--- src/rtl/carfield_l2_scrub_ctrl.sv ---
// Background L2 ECC scrubber: walks the window one 64-bit word at a time, reads each
// word, writes corrected data back and counts correctable/uncorrectable errors.
module carfield_l2_scrub_ctrl #(
  parameter logic [47:0] BaseAddr = 48'h7800_0000,
  parameter int unsigned NumWords = 262144,
  parameter int unsigned CntWidth = 16,
  localparam int unsigned IdxW    = (NumWords > 1) ? $clog2(NumWords) : 1
) (
  input  logic                clk_i,
  input  logic                rst_ni,
  input  logic                en_i,
  input  logic [15:0]         interval_i,
  input  logic                busy_i,
  output logic                req_o,
  input  logic                gnt_i,
  output logic                we_o,
  output logic [47:0]         addr_o,
  output logic [63:0]         wdata_o,
  input  logic                rvalid_i,
  input  logic [63:0]         rdata_i,
  input  logic                ecc_corr_i,
  input  logic                ecc_uncorr_i,
  output logic [CntWidth-1:0] corr_cnt_o,
  output logic [CntWidth-1:0] uncorr_cnt_o,
  input  logic                clr_cnt_i,
  output logic                irq_o,
  output logic                sweep_done_o,
  output logic [IdxW-1:0]     idx_o
);

  typedef enum logic [2:0] {IDLE, WAIT, RD_REQ, RD_RESP, WR_REQ} state_e;

  state_e          state;
  logic [15:0]     timer;
  logic [IdxW-1:0] idx_nxt;
  logic            idx_wrap;
  logic            adv;

  assign idx_wrap = (idx_o == IdxW'(NumWords - 1));
  assign idx_nxt  = idx_wrap ? '0 : idx_o + IdxW'(1);

  // The word is finished after a clean/uncorrectable read, or once the repair write is granted.
  assign adv = ((state == RD_RESP) && rvalid_i && (ecc_uncorr_i || !ecc_corr_i)) ||
               ((state == WR_REQ) && gnt_i);

  // Address follows the word index only, so it cannot move while a request is pending.
  assign addr_o = BaseAddr + (48'(idx_o) << 3);
  assign irq_o  = (uncorr_cnt_o != '0);

  always_ff @(posedge clk_i or negedge rst_ni) begin
    if (!rst_ni) begin
      state        <= IDLE;
      timer        <= '0;
      idx_o        <= '0;
      req_o        <= 1'b0;
      we_o         <= 1'b0;
      wdata_o      <= '0;
      corr_cnt_o   <= '0;
      uncorr_cnt_o <= '0;
      sweep_done_o <= 1'b0;
    end else begin
      sweep_done_o <= 1'b0;
      unique case (state)
        IDLE: begin
          if (en_i) begin
            state <= WAIT;
            timer <= interval_i;
          end
        end
        WAIT: begin
          if (!en_i) begin
            state <= IDLE;
          end else if (timer != '0) begin
            timer <= timer - 16'd1;
          end else if (!busy_i) begin
            state <= RD_REQ;
            req_o <= 1'b1;
            we_o  <= 1'b0;
          end
        end
        RD_REQ: begin
          if (gnt_i) begin
            state <= RD_RESP;
            req_o <= 1'b0;
          end
        end
        RD_RESP: begin
          if (rvalid_i) begin
            if (ecc_uncorr_i) begin
              if (uncorr_cnt_o != '1) uncorr_cnt_o <= uncorr_cnt_o + CntWidth'(1);
            end else if (ecc_corr_i) begin
              if (corr_cnt_o != '1) corr_cnt_o <= corr_cnt_o + CntWidth'(1);
              wdata_o <= rdata_i;
              state   <= WR_REQ;
              req_o   <= 1'b1;
              we_o    <= 1'b1;
            end
          end
        end
        WR_REQ: ;
        default: state <= IDLE;
      endcase

      if (adv) begin
        idx_o        <= idx_nxt;
        sweep_done_o <= idx_wrap;
        state        <= en_i ? WAIT : IDLE;
        timer        <= interval_i;
        req_o        <= 1'b0;
        we_o         <= 1'b0;
      end

      // A clear overrides any increment landing in the same cycle.
      if (clr_cnt_i) begin
        corr_cnt_o   <= '0;
        uncorr_cnt_o <= '0;
      end
    end
  end

endmodule

--- config.mk ---
export PLATFORM = sky130hd
export DESIGN_NAME = carfield_l2_scrub_ctrl
export DESIGN_NICKNAME = d
export VERILOG_FILES = /design/src/rtl/carfield_l2_scrub_ctrl.sv
export SDC_FILE = /design/constraint.sdc
export NUM_CORES = 1
export LEC_CHECK = 0
export CAP_MARGIN = 10
export CORE_AREA = 2 2 121 123
export CTS_BUF_LIST = sky130_fd_sc_hd__clkbuf_2
export DETAILED_ROUTE_END_ITERATION = 10
export DIE_AREA = 0 0 123 125
export GPL_ROUTABILITY_DRIVEN = 0
export PLACE_DENSITY_LB_ADDON = 0.08
export SLEW_MARGIN = 20
export SYNTH_ARGS = -nofsm -noshare
export SYNTH_HDL_FRONTEND = slang
export SYNTH_SLANG_ARGS = --single-unit
export TNS_END_PERCENT = 100
--- constraint.sdc ---
create_clock -name clk_i -period 5.37 [get_ports clk_i]
set_input_delay 1.074 -clock clk_i [delete_from_list [all_inputs] [get_ports clk_i]]
set_output_delay 1.074 -clock clk_i [all_outputs]
set_load 0.01 [all_outputs]
==> reports/metrics.yaml <==
floorplan:
  die_w_um: 123
  die_area_sq_um: 15400
  fp.dieH_um: 125
  start_util_pct: 48.7
  core_sq_um: 14200
  ios: 255
  num_rows: 44
flow_run:
  drv_cap: 0
route:
  dr.pass1.iters: 7
  vias: 6124
  wl_um: 17800
  drcViolationCount: 0
  viasPerCell: 5.25
  final_antenna_net_count: 0
  wire_per_inst_um: 15.3
  drtIter0Drc: 437
finish:
  fin_nets: 1063
  diodes: 0
  multi_input_area_sq_um: 3080
  finalNonFillerCells: 1166
  ff_latch_area_sq_um: 3400
  drive_above_1_share_pct: 5.19
  area_growth_pct: 33.5
  fillCellCount: 1186
pwr:
  powerDensity_nw_per_um2: 219
  power_leakage_nw: 4.13
  irDropWorstVdd_mv: 0.170
cts:
  cts_buffer_depth: 2
  cts-root-buf: "clkbuf_2"
  ctsHoldBuffers: 0
  cts_made_buffers: 17
  clk_pin_slew_ns: 0.18
  numClockSinks: 136
  cts_tree: "built"
  cts_max_level: 4
  insertion_delay_ns: 0.67
  cts-resized-gates: 0
  post_cts_buffers: 0
synth:
  synth.yosys.seq_area_share_pct: 49.2
  synth_area_leaders: "dfrtp_1 49%, nand2_1 12%, buf_4 5.3%"
  ys_types: 67
  synth_edf_count: 0
  synth.ff_latch_count: 136
  synth_top_area_cell: "dfrtp_1"
  syn_inst: 775
  async_reset_ff_share_pct: 100
  synth_top_area_share_pct: 49.2
  ys_warn_count: 0
  ys.flop_type: "dfrtp_1"
  syn_area_per_cell_sq_um: 8.92
  synth_area_sq_um: 6910
global_routing:
  grt_overflow: 0
  track_usage_pct: 24.0
  grt_pass1_wl_um: 29500
  grt_start_max_net_pins: 94
  grt_pass1_vias: 5945
  antenna_found_initial: 0
timing:
  grt_setup_unrepaired: "no"
  clock.fmax_mhz: 298
  fin_crit_ns: 3.36
  setup_viol: 0
  post-route-period-util_pct: 62.5
  report.final.slew_viol_count: 0
  worstMarginPinSlew_ns: 1.08
  slew_headroom_pct: 27.4
  hold_ws_ns: 0.455
  tns_ns: 0
  timing.final.hold_violations: 0
  clock_skew_ns: 0.0239
critical_path:
  cp.required_ns: 4.30
  critPathMaxFanout: 4
  cp.arrival_ns: 2.28
  critPathLaunchType: "flop"
  slowest_stage: "clkdlybuf4s50_1"
  setup.worst_path.class: "reg -> out"
  cp_cell_sequence: "inv_1 -> ha_1 -> nor4b_1 -> nand4_1 -> clkdlybuf4s50_1"
  r2r_slack_ns: 2.86
  crit_path_end_kind: "primary output"
  max_stage_delay_ns: 0.51
worst_hold_path:
  hold_path.class: "in -> async"
place:
  dp_cells: 1134
  dp_hpwl_um: 12800
  port_buffers: 224
status:
  status: "finished, final reports clean"
==> Yosys cell counts (5+ instances only) <==
master and count:
nand2_1 221, dfrtp_1 136, nor2_1 52, buf_4 49
o21ai_0 35, a21oi_1 26, xnor2_1 22, nand3_1 19
clkbuf_1 18, nor3_1 16, nand4_1 13, xor2_1 12
nor4_1 11, and3_1 8, buf_2 8, inv_1 8
o211ai_1 7, a22oi_1 6, and4_1 6, o2111ai_1 6
and2_1 5, buf_1 5, ha_1 5, nor3b_1 5
nor4b_1 5
==> flip-flops by register name (all words and copies together) (netlist names) <==
| name | count |
|---|---|
| wdata_o | 64 |
| uncorr_cnt_o | 16 |
| corr_cnt_o | 16 |
| state | 3 |
| we_o | 1 |
| idx_o | 18 |
| sweep_done_o | 1 |
| req_o | 1 |
| timer | 16 |
==> area by class of cell <==
class,instances,area share [%]
flip-flops and latches,136,36.9
multi-input cells,577,33.3
repair buffers,229,24.7
well taps,184,2.49
clock inverters,11,1.15
clock buffers,21,1.14
inverters,8,0.325
==> routing by layer <==
metal | part of all wire, % | up-vias | GRT usage [%]
met5 | 0 | - | 0
li1 | - | 2958 | -
met1 | 43 | 2935 | 31.7
met2 | 49 | 201 | 39.0
met4 | 2.5 | 0 | 8.76
met3 | 5.3 | 30 | 4.93
==> final timing paths <==
| check | startpoint | to | cells past startpoint |
|---|---|---|---|
| setup / recovery | uncorr_cnt_o[0] | irq_o | 5 |
| hold / removal | rst_ni | uncorr_cnt_o[6] | 1 |
| setup reg to reg | state[2] | timer[3] | 5 |
| hold reg to reg | wdata_o[38] | wdata_o[38] | 2 |
| max in group asynchronous | rst_ni | wdata_o[39] | 2 |
| min in group clk_i | wdata_o[38] | wdata_o[38] | 2 |
==> power breakdown <==
| group | switching [W] | internal (W) | leakage (nW) |
|---|---|---|---|
| Clock | 0.000357 | 0.000212 | 0.136 |
| Sequential | 0.0000729 | 0.00108 | 1.85 |
| Combinational | 0.000154 | 0.000143 | 2.15 |
| Total | 0.000585 | 0.00144 | 4.13 |
==> cells by family (layout without fill, tap and decap cells) <==
group,count (synthesis),count (layout),synth area share [%]
compound gates,114,114,10.6
buf+inv,90,269,7.91
mux,2,2,0.290
flops,136,136,49.2
other cells,2,30,0.109
fa+ha+maj,5,5,0.905
xor+xnor,34,34,4.31
simple gates,392,392,26.7
==> placed cells by master, fill, tap and decap left out, types with 4 or more instances in the layout <==
cell,count
xnor2_1,22
nor2_1,51
clkbuf_2,21
clkdlybuf4s50_1,223
nor4_1,11
nor2b_1,4
nor3b_1,5
and2_1,5
xor2_1,12
ha_1,5
o2111ai_1,6
o22ai_1,4
nor4b_1,5
dfrtp_1,136
a21oi_1,26
conb_1,30
or3_1,4
a22oi_1,6
and4_1,6
clkinv_2,4
nor3_1,16
o21ai_0,35
o211ai_1,7
nand3_1,19
and3_1,8
nand4_1,13
buf_4,5
inv_1,8
nand2_1,221
==> through the flow <==
stage / utilization (%) / setup slack [ns] / total power [W] / cell area [sq um]
6_report: 65.0 / 2.01 / 0.00202 / 9230
5_1_grt: 65.0 / 1.75 / 0.00215 / 9230
3_3_place_gp: 63.5 / 2.01 / 0.00145 / 9020
4_1_cts: 65.0 / 1.93 / 0.00204 / 9230
2_1_floorplan: - / 3.11 / 0.00134 / 7020
3_5_place_dp: 63.5 / 1.90 / 0.00147 / 9020
==> worst max-delay path, delay by kind of cell (launching register included) <==
family        cells  cell delay [ns]
buf+inv           2             0.61
fa+ha+maj         1             0.15
flops             1             0.45
simple gates      2             0.41
Power figures use the tool's default switching activity.
